===== config.mk =====
export PLATFORM = sky130hd
export DESIGN_NAME = sm_hex_scan
export DESIGN_NICKNAME = d
export VERILOG_FILES = /design/src/rtl/sm_hex_pkg.sv /design/src/rtl/sm_hex_to_seg.sv /design/src/rtl/sm_hex_scan.sv
export SDC_FILE = /design/constraint.sdc
export NUM_CORES = 1
export LEC_CHECK = 0
export CORE_MARGIN = 1
export CORE_UTILIZATION = 54
export CTS_CLUSTER_SIZE = 30
export DETAILED_ROUTE_END_ITERATION = 10
export GPL_ROUTABILITY_DRIVEN = 0
export PLACE_DENSITY = 0.82
export SYNTH_ARGS = -nofsm -noshare
export SYNTH_HDL_FRONTEND = slang
export SYNTH_SLANG_ARGS = --single-unit
export TNS_END_PERCENT = 1

===== constraint.sdc =====
create_clock -name clk -period 3 [get_ports clk]
set_input_delay 0.6 -clock clk [delete_from_list [all_inputs] [get_ports clk]]
set_output_delay 0.6 -clock clk [all_outputs]
set_load 0.01 [all_outputs]

===== src/rtl/sm_hex_pkg.sv =====
// Shared types and constants for the seven-segment hex scan driver.
package sm_hex_pkg;

    // Scanner FSM: parked with counters at zero, or actively stepping through digits.
    typedef enum logic [0:0] {
        IDLE = 1'b0,
        SCAN = 1'b1
    } scanState_t;

    // All segments dark, active-high form. Polarity is applied at the output register.
    localparam logic [6:0] SEG_OFF = 7'h00;

    // Active-high hex glyphs, bit order {g,f,e,d,c,b,a}. Lower-case b and d keep them
    // distinguishable from 8 and 0.
    localparam logic [6:0] GLYPH_TABLE [16] = '{
        7'h3F, 7'h06, 7'h5B, 7'h4F,
        7'h66, 7'h6D, 7'h7D, 7'h07,
        7'h7F, 7'h6F, 7'h77, 7'h7C,
        7'h39, 7'h5E, 7'h79, 7'h71
    };

endpackage


===== src/rtl/sm_hex_to_seg.sv =====
// Nibble to active-high seven-segment glyph lookup.
module sm_hex_to_seg
    import sm_hex_pkg::*;
(
    input  logic [3:0] nibble_i,
    output logic [6:0] glyph_o
);

    // Pure table lookup; no polarity handling here.
    always_comb begin
        glyph_o = GLYPH_TABLE[nibble_i];
    end

endmodule


===== src/rtl/sm_hex_scan.sv =====
// Time-multiplexed seven-segment scan driver. Captures the input value once per frame,
// walks the digits one prescaler slot at a time, and darkens the anodes for the first
// part of every slot so the previous digit's segments cannot ghost onto the next one.
module sm_hex_scan
    import sm_hex_pkg::*;
#(
    parameter int unsigned DIGITS      = 8,
    parameter int unsigned PRESCALE    = 50000,
    parameter int unsigned BLANK       = 1000,
    parameter bit          SEG_ACT_LOW = 1'b1,
    parameter bit          AN_ACT_LOW  = 1'b1
) (
    input  logic                  clk,
    input  logic                  rst_n,
    input  logic [4*DIGITS-1:0]   number,
    input  logic                  enable,
    input  logic                  blank_lz,
    output logic [6:0]            seg,
    output logic [DIGITS-1:0]     anode,
    output logic                  frame_start
);

    localparam int unsigned PreW = (PRESCALE > 1) ? $clog2(PRESCALE) : 1;
    localparam int unsigned DigW = (DIGITS > 1) ? $clog2(DIGITS) : 1;

    localparam logic [PreW-1:0] PRE_LAST   = PreW'(PRESCALE - 1);
    localparam logic [DigW-1:0] DIGIT_LAST = DigW'(DIGITS - 1);
    localparam logic [PreW-1:0] BLANK_CMP  = PreW'(BLANK);

    // Dark levels of the physical pins after polarity is applied.
    localparam logic [6:0]        SEG_IDLE = SEG_ACT_LOW ? ~SEG_OFF : SEG_OFF;
    localparam logic [DIGITS-1:0] AN_IDLE  = AN_ACT_LOW ? {DIGITS{1'b1}} : {DIGITS{1'b0}};

    // Elaboration-time parameter sanity.
    if (PRESCALE < 2) begin : gPrescaleCheck
        $error("sm_hex_scan: PRESCALE must be at least 2");
    end
    if (BLANK >= PRESCALE) begin : gBlankCheck
        $error("sm_hex_scan: BLANK must be smaller than PRESCALE");
    end

    scanState_t          stateQ, stateD;
    logic [PreW-1:0]     preQ, preD;
    logic [DigW-1:0]     digitQ, digitD;
    logic [4*DIGITS-1:0] snapshotQ, snapshotD;

    logic [6:0]          segQ, segD;
    logic [DIGITS-1:0]   anodeQ, anodeD;
    logic                frameStartQ, frameStartD;

    logic [3:0]          curNibble;
    logic                digitBlanked;
    logic                slotLit;
    logic [6:0]          glyph;
    logic [6:0]          segHigh;
    logic [DIGITS-1:0]   anodeHigh;

    // State, counters and snapshot; reset is synchronous and overrides everything.
    always_ff @(posedge clk) begin
        if (!rst_n) begin
            stateQ    <= IDLE;
            preQ      <= '0;
            digitQ    <= '0;
            snapshotQ <= '0;
        end else begin
            stateQ    <= stateD;
            preQ      <= preD;
            digitQ    <= digitD;
            snapshotQ <= snapshotD;
        end
    end

    // Next-state logic: slot prescaler, digit pointer and once-per-frame capture.
    always_comb begin
        stateD    = stateQ;
        preD      = preQ;
        digitD    = digitQ;
        snapshotD = snapshotQ;
        unique case (stateQ)
            IDLE: begin
                preD   = '0;
                digitD = '0;
                if (enable) begin
                    stateD    = SCAN;
                    snapshotD = number;
                end
            end
            SCAN: begin
                if (!enable) begin
                    stateD = IDLE;
                    preD   = '0;
                    digitD = '0;
                end else if (preQ == PRE_LAST) begin
                    preD = '0;
                    if (digitQ == DIGIT_LAST) begin
                        // Frame boundary: only here may a new value reach the display.
                        digitD    = '0;
                        snapshotD = number;
                    end else begin
                        digitD = digitQ + DigW'(1);
                    end
                end else begin
                    preD = preQ + PreW'(1);
                end
            end
            default: begin
                stateD = IDLE;
            end
        endcase
    end

    // Select the current nibble and decide leading-zero blanking, scanning from the top
    // digit down so upperZero means "this nibble and everything above it is zero".
    always_comb begin
        logic upperZero;
        upperZero    = 1'b1;
        curNibble    = 4'h0;
        digitBlanked = 1'b0;
        for (int i = int'(DIGITS) - 1; i >= 0; i--) begin
            upperZero = upperZero & (snapshotQ[4*i +: 4] == 4'h0);
            if (digitQ == DigW'(i)) begin
                curNibble    = snapshotQ[4*i +: 4];
                digitBlanked = blank_lz && (i != 0) && upperZero;
            end
        end
    end

    sm_hex_to_seg uGlyph (
        .nibble_i (curNibble),
        .glyph_o  (glyph)
    );

    // Output decode from the current counters; registered below so pins lag by one cycle.
    always_comb begin
        slotLit     = (stateQ == SCAN) && (preQ >= BLANK_CMP) && !digitBlanked;
        anodeHigh   = '0;
        segHigh     = SEG_OFF;
        if (slotLit) begin
            anodeHigh[digitQ] = 1'b1;
            segHigh           = glyph;
        end
        segD        = SEG_ACT_LOW ? ~segHigh : segHigh;
        anodeD      = AN_ACT_LOW ? ~anodeHigh : anodeHigh;
        // Digit 0 at slot start is only reachable right after a snapshot load.
        frameStartD = (stateQ == SCAN) && (preQ == '0) && (digitQ == '0);
    end

    // Output registers, forced dark on reset.
    always_ff @(posedge clk) begin
        if (!rst_n) begin
            segQ        <= SEG_IDLE;
            anodeQ      <= AN_IDLE;
            frameStartQ <= 1'b0;
        end else begin
            segQ        <= segD;
            anodeQ      <= anodeD;
            frameStartQ <= frameStartD;
        end
    end

    assign seg         = segQ;
    assign anode       = anodeQ;
    assign frame_start = frameStartQ;

endmodule

# Yosys cells after proc, flatten, opt, wreduce, memory -nomap -nowiden

Memories as Yosys holds them, arrays and structs flattened.
Index checks and enable logic that the tools add are counted.
Widths: inputs -> output; s select.

Reductions and logical operators: 23
Muxes and demuxes: 35
Bitwise logic cells: 10
Add/subtract/negate cells: 2
Equal/unequal tests: 13
$lt $le $gt $ge: 4

Operators by type and width:

| cell                  | count |
|---|---|
| $mux 32               | 4 |
| $pmux 32 s2           | 1 |
| $mux 16               | 2 |
| $mux 4                | 8 |
| $pmux 16 s2           | 1 |
| $logic_not 4->1       | 7 |
| $mux 7                | 3 |
| $add 16x1->16 const B | 1 |
| $eq 16x16->1 const B  | 1 |
| $ge 16x10->1 const B  | 1 |
| $logic_not 16->1      | 1 |
| $eq 3x3->1 const B    | 4 |
| $logic_and 1x1->1     | 12 |
| $mux 1                | 10 |
| $mux 3                | 3 |
| $mux 8                | 1 |
| $not 8->8             | 1 |
| $not 7->7             | 1 |
| $and 1x1->1           | 6 |
| $eq 3x2->1 const B    | 2 |
| $pmux 3 s2            | 1 |
| $ge 5x5->1 const B    | 1 |
| $not 4->5             | 1 |
| $lt 3x4->1 const B    | 1 |
| other kinds (11)      | 13 |

Memories: 1
Bits of input ports: 36
Register bits: 68
Memory bits (read-only): 112

Memories:

| name            | depth | width | rd ports | clocked after memory_dff | write ports | line                | text |
|---|---|---|---|---|---|---|---|
| (no name shown) | 16    | 7     | 1        | 0                        | 0           | sm_hex_to_seg.sv:11 | `glyph_o = GLYPH_TABLE[nibble_i];` |

# Depth between registers and ports, before layout

Gate-level depths: netlist (run 1).

Depth after elaboration: 15
Mapped depth: 14

# Cells and area by module

From an unflattened synthesis (run 1), not the netlist that was laid out.

Cell total of the unflattened synthesis: 424
Area, all modules: 3706.1 sq um

By module, submodules not included:

| module        | area an instance (sq um) | cells each | times used |
|---|---|---|---|
| sm_hex_scan   | 3418.3                   | 391        | 1 |
| sm_hex_to_seg | 287.8                    | 33         | 1 |

# Worst setup path after synthesis (run 1)

Ideal clock, no wire load.

Path kind: reg2reg
Start point: reg digitQ[1]
End point: reg segQ[3], in the netlist seg[3]
Slack: 377 ps
Arrival time: 2499 ps
Cell stages (with the launch flop): 12
Cells stage by stage: dfxtp_1 -> inv_1 -> ha_1 -> buf_2 -> buf_1 -> a221oi_1 -> o21ai_0 -> a22o_1 -> inv_1 -> ha_1 -> a221oi_1 -> o21ai_2

Cells in the longest elaborated chain, start to end: 15
Elaborated cells on any way between the ends: 32
Those cells by class: eq/ne: 7; mux: 19; bitwise: 2; reduce/logical: 3; memory: 1

Ends and longest elaborated chain:

| element                                   | line                | text |
|---|---|---|
| start, declared                           | sm_hex_scan.sv:44   | `logic [DigW-1:0] digitQ, digitD;` |
| start signal, assigned                    | sm_hex_scan.sv:68   | `digitQ <= digitD;` |
| $eq 3x3->1                                | sm_hex_scan.sv:121  | `if (digitQ == DigW'(i)) begin` |
| $mux 4 (8 in a row)                       | sm_hex_scan.sv:121  |  |
| $not 4->5 (implied by the code)           | sm_hex_to_seg.sv:11 |  |
| $mem_v2 16x7                              | --                  |  |
| $mux 7 (implied by the code) (2 in a row) | sm_hex_to_seg.sv:11 |  |
| $mux 7 (*)                                | sm_hex_scan.sv:138  | `if (slotLit) begin` |
| $not 7->7 (*)                             | sm_hex_scan.sv:142  | `segD = SEG_ACT_LOW ? ~segHigh : segHigh;` |
| end signal, assigned                      | sm_hex_scan.sv:155  | `segQ <= segD;` |
| end, declared                             | sm_hex_scan.sv:47   | `logic [6:0] segQ, segD;` |

Mark *: on every way between the ends. The rest lies on a longest branch, timed or not. The select of a mux whose other input is x is not followed.
A chain may end at the register's enable or synchronous reset.

# Worst setup path after layout (run 1)

Start point: reg digitQ[0]
End point: reg segQ[3], in the netlist seg[3]

Same word-level chain as after synthesis.

==> impl_metrics.tcl, run 1 <==
set metrics [dict create \
    outcome "finished clean" \
    overflow 0 \
    grt_pass1_vias 2662 \
    cp.required_ns 3.23 \
    route.detailed.drc 0 \
    worstRegToRegCells 10 \
    max-clock-path-buffers 2 \
    die_area_mm2 0.00685 \
    ctsHoldBuffers 0 \
    synth_cell_type_count 56 \
    ys_seq_area_share_pct 38.7 \
    synthesis.nets 434 \
    start_util_pct 55.8 \
    yosys_warnings 0 \
    synth_top_cell_by_area "dfxtp_1" \
    dr_total_vias 2926 \
    via_per_inst 5.71 \
    criticalPathCategory "reg -> reg" \
    p_comb_share_pct 9.6 \
    hold_slack_ns 0.478 \
    fin_setup_tns_ns 0 \
    setup_viol 0 \
    wirelength_um 7650 \
    cts_tree "yes" \
    start_kind "register" \
    p_leak_uw 0.00167 \
    dp_hpwl_um 5580 \
    drt-pass1-iter-count 5 \
    port_buffers 51 \
    ant_nets 0 \
    grt_start_max_net_pins 35 \
    synthArstFlopShare_pct 0 \
    hold_viol 0 \
    drt-initial-drc-count 178 \
    gr-usage-all-layers_pct 24.3 \
    die_x_um 82.8 \
    maxCapViolations 0 \
    drive_above_1_share_pct 7.82 \
    pwr-share-seq_pct 50.6 \
    syn_area_per_cell_um2 9.20 \
    ys.flop_type "dfxtp_1" \
    min-delay-start "preQ[0]" \
    sw_frac_of_total_pct 23.6 \
    max_slew_margin_pct 57.5 \
    finalClockSkew_ns 0.00929 \
    rrSetupSlack_ns 0.25 \
    syn_area_mm2 0.00352 \
    regToRegEndpoint "seg[3]" \
    netlist_instances 383 \
    clk_pin_slew_ns 0.07 \
    hold_class "reg -> reg" \
    ys_seq_elements 68 \
    critPathCaptureType "register" \
    n_antenna_cell 0 \
    power_density_mw_per_mm2 447 \
    slew_viol_final 0 \
    cp.arrival_ns 2.98 \
    r2r-start "digitQ[0]" \
    hold-path-endpoint "preQ[0]" \
    grt_antenna_before_repair 0 \
    fp.coreArea_mm2 0.00631 \
    grt_pass1_wl_um 12400 \
    detail_route.wl_per_cell_um 14.9 \
    p_int_uw 1440 \
    fin_nets 481 \
    ir_worst_vdd_uv 275 \
    worstMarginPinSlew_ns 0.638 \
    post-route-period-util_pct 91.6 \
    cts.sinks 68 \
    insertion_delay_ns 0.35 \
    fmax_mhz 364 \
    synth_top_area_share_pct 38.7 \
    ioPinCount 52 \
    cts-root-buf "clkbuf_8" \
    cts_made_buffers 9 \
    p_sw_uw 444 \
    rows 29 \
    min_period_ns 2.75 \
    clkPwrFrac_pct 39.8 \
    critPathMaxFanout 12 \
    hold_depth 1 \
    die_height_um 82.8 \
    netlist_top_cells_area "dfxtp_1 (39%), mux2i_1 (9.9%), nor2b_1 (6.6%)" \
    synth_edf_count 0 \
    htree_levels 3 \
    syn2layout_area_growth_pct 19.9 \
]
-- cell usage in the layout (no fill, tap or decap), types with 10 or more instances in the layout --
cell type	instances
mux2i_1	35
nor3_1	11
nand2_1	24
nor2b_1	37
nand3_1	19
inv_1	12
clkbuf_8	10
nor2_1	31
clkdlybuf4s50_1	51
ha_1	12
dfxtp_1	68
-- flip-flops by register name (all words and copies together) (netlist names) --
signal / flops
preQ: 16
snapshotQ: 32
stateQ: 1
digitQ: 3
frame_start: 1
anode: 8
seg: 7
-- timing repair --
| action | 4_1_cts | 5_1_grt |
|---|---|---|
| gates resized for setup | 0 | 5 |
| setup buffers | 0 | 0 |
| endpoints found under the setup margin | 0 | 4 |
-- cell usage after synthesis (3+ instances only) --
master / number
xnor2_1: 6
nand2b_1: 3
buf_2: 6
o211ai_1: 5
nand4_1: 7
nand2_1: 24
nor2_1: 31
xor2_1: 8
a21oi_1: 8
buf_12: 3
mux2i_1: 35
nand3b_1: 3
nor2b_1: 37
nand3_1: 19
a221oi_1: 6
a211oi_1: 4
inv_1: 12
or4_1: 5
nor3b_1: 4
nor4_1: 3
clkbuf_1: 5
o31ai_1: 3
ha_1: 15
o221ai_1: 4
and3_1: 4
dfxtp_1: 68
o22ai_1: 3
nor3_1: 11
o21ai_0: 5
-- final cells by class --
class	instances	area [um^2]
multi-input cells	281	1960
well taps	77	96.3
flip-flops and latches	68	1360
clock inverters	3	46.3
clock buffers	13	149
fillers	524	2090
repair buffers	57	556
inverters	13	48.8
-- metal layers --
| metal | GRT usage (%) | share of wire [%] | vias up |
|---|---|---|---|
| met5 | 0 | 0 | - |
| met2 | 40.0 | 47 | 109 |
| li1 | - | - | 1450 |
| met4 | 10.2 | 1.9 | 0 |
| met1 | 29.9 | 45 | 1353 |
| met3 | 6.15 | 6.0 | 14 |
-- metrics by stage --
stage | power, uW | std cells | util [%] | worst slack, ns | area [um^2]
after floorplan | 1090 | 383 | - | 0.377 | 3520
after global placement | 1150 | 496 | 63.6 | 0.275 | 4010
after detailed placement | 1150 | 496 | 63.6 | 0.118 | 4010
after CTS | 1900 | 512 | 66.7 | 0.105 | 4210
after global routing | 1960 | 512 | 66.9 | -0.0109 | 4220
final | 1890 | 512 | 66.9 | 0.252 | 4220
-- cell families after synthesis --
family,synth area share [%]
xor gates and xnor gates,3.48
and+or+nand+nor,24.6
DFF,38.7
buffers and inverters,5.93
adders and majority gates,5.33
muxes,10.6
AOI/OAI and AO/OA,11.4
-- worst max-delay path, cell delays in order (launching register included) --
cell and delay, ns:
dfxtp_1 0.48, inv_1 0.17, ha_2 0.30, nor2b_1 0.18, a221oi_1 0.24, o21ai_0 0.13
a22o_2 0.29, inv_1 0.15, ha_1 0.27, a221oi_1 0.32, o21ai_2 0.09
-- power groups by stage --
stage | logic, uW | registers [uW] | clock network [uW]
after detailed placement | 179 | 974 | 0
final | 181 | 955 | 750
after floorplan | 123 | 965 | 0
after CTS | 181 | 954 | 765
after global placement | 174 | 973 | 0
after global routing | 200 | 958 | 798
-- worst max-delay path by stage --
| stage | slack (ns) | startpoint | end |
|---|---|---|---|
| after floorplan | 0.38 | digitQ[1] | seg[3] |
| after global placement | 0.27 | digitQ[0] | seg[3] |
| after CTS | 0.10 | digitQ[0] | seg[3] |
| after detailed placement | 0.12 | digitQ[0] | seg[3] |
| after global routing | -0.01 | digitQ[0] | seg[3] |
| final | 0.25 | digitQ[0] | seg[3] |
(Power assumes the default switching activity.)
==> run 2: changes to the inputs <==
Settings changed: CELL_PAD_IN_SITES_DETAIL_PLACEMENT from default to 1, CELL_PAD_IN_SITES_GLOBAL_PLACEMENT from default to 2, CORE_UTILIZATION 54 to 33, PLACE_DENSITY 0.82 to 0.81, TNS_END_PERCENT 1 to 50.
==> run 2 against run 1 <==
  * First-iteration DRC count down 52%
  * Routed wire length up 11%
  * Via count down 1.6%
  * Global-route usage down 8.0 points
  * Cell area up 1.8%
  * Die area up 62%
  * Count of clock-buffer cells in the layout down 2
  * Largest cell class unchanged
==> impl_metrics.tcl, run 2 (synthesized netlist as in run 1, its figures left out) <==
set metrics [dict create \
    cp.required_ns 3.25 \
    cts-root-buf "clkbuf_8" \
    p_leak_uw 0.00168 \
    rows 37 \
    fmax_mhz 363 \
    fin_ws_ns 0.242 \
    drt-pass1-iter-count 4 \
    cts_tree "yes" \
    top_register "snapshotQ" \
    power_density_mw_per_mm2 425 \
    die_x_um 105 \
    max_slew_margin_pct 57.3 \
    grt_pass1_vias 2876 \
    rsz0062_at_grt "false" \
    cts.sinks 68 \
    layout_commonest_cell "dfxtp_1" \
    critPathTopFamily "compound AO/OA/AOI/OAI gates" \
    ir_worst_vdd_uv 161 \
    outcome "finished clean" \
    slowest_delay_ns 0.58 \
    fin_nets 485 \
    die_height_um 105 \
    post-route-period-util_pct 91.9 \
    start_kind "register" \
    multi_input_area_mm2 0.00196 \
    gr-usage-all-layers_pct 16.3 \
    insertion_delay_ns 0.36 \
    ant_nets 0 \
    drive_above_1_share_pct 8.68 \
    grt_pass1_wl_um 14200 \
    final_core_utilization_pct 41.6 \
    maxCapViolations 0 \
    drt-initial-drc-count 85 \
    port_buffers 51 \
    htree_levels 3 \
    criticalPathCategory "reg -> reg" \
    clk_pin_slew_ns 0.08 \
    path_buf_inv 2 \
    start_util_pct 34.1 \
    syn2layout_area_growth_pct 22.1 \
    slew_viol_final 0 \
    cts_made_buffers 9 \
    hold_class "reg -> reg" \
    grt_antenna_before_repair 0 \
    setup_viol 0 \
    layout_common_cells "dfxtp_1 (67), clkdlybuf4s50_1 (51), nor2b_1 (37), mux2i_1 (35), nor2_1 (31)" \
    fp.coreArea_mm2 0.0103 \
    finalClockSkew_ns 0.0108 \
    register_area_mm2 0.00136 \
    largest_register_ffs 32 \
    slowest_stage "ha_1" \
    via_per_inst 5.01 \
    hold_viol 0 \
    detail_route.wl_per_cell_um 14.8 \
    cp.arrival_ns 3.01 \
    pre_cts_slack_ns 0.0882 \
    ioPinCount 52 \
    die_area_mm2 0.0111 \
    route.detailed.drc 0 \
    hold_slack_ns 0.464 \
    n_antenna_cell 0 \
    fin_setup_tns_ns 0 \
    critPathCaptureType "register" \
    dp_hpwl_um 6410 \
    wirelength_um 8500 \
    grt_start_max_net_pins 34 \
    overflow 0 \
    cp_cell_sequence "inv_1 > ha_1 > nor3_1 > o21ai_0 > a22o_1 > inv_1 > ha_1 > a221oi_1 > o21ai_2" \
    critPathMaxFanout 18 \
    max-clock-path-buffers 2 \
    worstMarginPinSlew_ns 0.641 \
    min_period_ns 2.76 \
    dr_total_vias 2878 \
    nFillCells 1214 \
]
==> run 2: cell types whose count changed in the layout (fill, tap and decap cells not counted), sizes merged <==
cell,delta
buf,+4
clkbuf,-2
bufinv,-1
clkinv,+1
clkinvlp,+1
==> run 2: metal layers <==
| layer | GRT usage (%) | share of wire, % | vias to the layer above |
|---|---|---|---|
| met4 | 6.94 | 1.7 | 0 |
| met5 | 0 | 0 | - |
| met1 | 21.0 | 50 | 1368 |
| li1 | - | - | 1457 |
| met2 | 26.2 | 45 | 42 |
| met3 | 3.53 | 3.3 | 11 |
==> run 2: what timing repair did <==
action	in CTS	in global routing
setup buffers	0	0
endpoints found under the hold margin	0	0
setup endpoints to repair	0	3
resized for setup	0	3
hold buffers	0	0
==> run 2: path summary, 6_finish.rpt <==
kind / startpoint / endpoint / slack [ns] / cells after the start
min: preQ[0] / preQ[0] / 0.46 / 1
min reg2reg: preQ[0] / preQ[0] / 0.46 / 1
max: digitQ[1] / seg[3] / 0.24 / 9
max reg2reg: digitQ[1] / seg[3] / 0.24 / 9
==> run 2: stage by stage <==
stage                     instances  area (um^2)  power, uW
after floorplan                 383         3520       1090
after global placement          559         4120       1150
after detailed placement        559         4120       1160
after CTS                       574         4290       1860
after global routing            574         4300       1910
final                           574         4300       1830
==> run 2: layout make-up <==
cell class / count / share of cell area, %
repair buffers: 61 / 13.6
well taps: 136 / 3.96
clock inverters: 4 / 0.582
clock buffers: 11 / 3.52
flip-flops and latches: 68 / 31.7
multi-input cells: 281 / 45.5
inverters: 13 / 1.14
==> run 2: report_power, final <==
group          total (uW)  internal, uW  leakage [uW]  switching, uW
clock                 689           337     0.0000872            352
sequential            955           930      0.000555           25.1
combinational         181           103       0.00104           77.4
total                1830          1370       0.00168            455
==> run 3: changes to the inputs <==
Settings changed: CTS_CLUSTER_SIZE 30 to 14, RECOVER_POWER from default to 100.
==> run 3 against run 2 <==
  * Cell area shrank 0.67%
  * Die area stayed put
  * Clock skew about the same
  * Utilization fell by 0.28 points
  * Highest routed layer unchanged
  * Cell count is the same
  * Critical endpoint is now snapshotQ[18]
  * Combinational power about the same
  * Sequential share of layout area increased by 0.21 points
==> impl_metrics.tcl, run 3 (synthesized netlist as in run 1, its figures left out) <==
set metrics [dict create \
    detail_route.wl_per_cell_um 14.8 \
    start_util_pct 34.1 \
    via_per_inst 5.03 \
    largest_register_ffs 32 \
    grt-busiest-layer "met2" \
    critPathTopFamily "simple AND/OR/NAND/NOR gates" \
    drive_above_1_share_pct 7.76 \
    max_slew_margin_pct 30.5 \
    register_area_mm2 0.00136 \
    multi_input_area_mm2 0.00194 \
    place_area_mm2 0.00412 \
    critPathCaptureType "register" \
    grt_pass1_wl_um 14200 \
    critPathMaxFanout 32 \
    rows 37 \
    die_x_um 105 \
    cts.sinks 68 \
    drt-pass1-iter-count 4 \
    grt_util_met2_pct 26.2 \
    rrSetupSlack_ns 0.26 \
    start_kind "register" \
    hold_class "reg -> reg" \
    outcome "finished clean" \
    cts-root-buf "clkbuf_8" \
    layout_common_cells "dfxtp_1 (67), nor2b_1 (37), mux2i_1 (35), clkdlybuf4s50_1 (35), nor2_1 (31)" \
    fin_setup_tns_ns 0 \
    grt_antenna_before_repair 0 \
    worstMarginPinSlew_ns 1.04 \
    drt-initial-drc-count 84 \
    fp.coreArea_mm2 0.0103 \
    p_leak_uw 0.00163 \
    cp.required_ns 3.24 \
    overflow 0 \
    finalClockSkew_ns 0.0107 \
    clk_pin_slew_ns 0.07 \
    use_met3_pct 3.53 \
    route.detailed.drc 0 \
    layout_commonest_cell "dfxtp_1" \
    cp.depth 7 \
    htree_levels 3 \
    gr-usage-all-layers_pct 16.3 \
    slew_viol_final 0 \
    cts_made_buffers 9 \
    die_height_um 105 \
    slowest_stage "or4_1" \
    port_buffers 51 \
    insertion_delay_ns 0.36 \
    worstRegToRegCells 7 \
    die_area_mm2 0.0111 \
    slowest_delay_ns 0.57 \
    fmax_mhz 364 \
    ir_worst_vdd_uv 161 \
    cp.arrival_ns 2.99 \
    cts_tree "yes" \
    path_buf_inv 1 \
    nFillCells 1218 \
    totalPowerFinal_uw 1830 \
    max-clock-path-buffers 2 \
    power_density_mw_per_mm2 427 \
    grt_start_max_net_pins 34 \
    n_antenna_cell 0 \
    dp_hpwl_um 6410 \
    setup_viol 0 \
    wirelength_um 8490 \
    top_register "snapshotQ" \
    criticalPathCategory "reg -> reg" \
    hold_depth 1 \
    cp_cell_sequence "or4_1 > nor4_1 > nand4_1 > a21bo_1 > clkbuf_2 > mux2i_1 > nor2b_1" \
    grt.met1_usage_pct 21.0 \
    final_cell_area_mm2 0.00427 \
    maxCapViolations 0 \
    ant_nets 0 \
    grt_pass1_vias 2876 \
    min_period_ns 2.74 \
    ioPinCount 52 \
    fin_nets 485 \
    hold_viol 0 \
    rsz0062_at_grt "false" \
    post-route-period-util_pct 91.5 \
    postCtsSetupRepairBufs 0 \
    syn2layout_area_growth_pct 21.2 \
    dr_total_vias 2888 \
]
## run 3: changes by cell type in the layout (fill, tap and decap cells not counted), sizes merged
cell	delta
dlygate4sd3	+16
clkbuf	+4
clkdlybuf4s50	-16
buf	-4
## run 3: layer usage
metal  wire length (um)  share of wire, %
met5                  0                 0
met4                143               1.7
met1               4240                50
met2               3840                45
met3                274               3.2
## run 3: per-stage QoR
step / setup WS (ns) / hold slack, ns / std cells / utilization [%]
6_report: 0.256 / 0.464 / 574 / 41.4
5_1_grt: 0.0823 / 0.506 / 574 / 41.4
4_1_cts: 0.0866 / 0.476 / 574 / 41.6
3_5_place_dp: 0.0882 / 0.458 / 559 / 39.9
3_3_place_gp: 0.277 / 0.442 / 559 / 39.9
2_1_floorplan: 0.377 / 0.426 / 383 / -
## run 3: where the power goes
part           total, uW  switching (uW)  internal (uW)
Sequential           955            25.1            930
Clock                690             353            337
Combinational        181            77.4            103
Total               1830             455           1370
## run 3: timing repair
item,4_1_cts,5_1_grt
gates resized for setup,0,3
endpoints found under the setup margin,0,3
hold buffers,0,0
## run 3: final timing paths
kind	to	startpoint
worst min-delay path	preQ[0]	preQ[0]
worst max-delay path	snapshotQ[18]	preQ[11]
worst min register to register	preQ[0]	preQ[0]
worst max register to register	snapshotQ[18]	preQ[11]
## run 3: cell type report
| class | instances | share of cell area, % |
|---|---|---|
| clock inverter | 4 | 0.586 |
| clock buffer | 11 | 3.55 |
| timing repair buffer | 61 | 13.5 |
| tap | 136 | 3.98 |
| inverter | 13 | 1.14 |
| sequential | 68 | 31.9 |
| multi-input combinational | 281 | 45.4 |
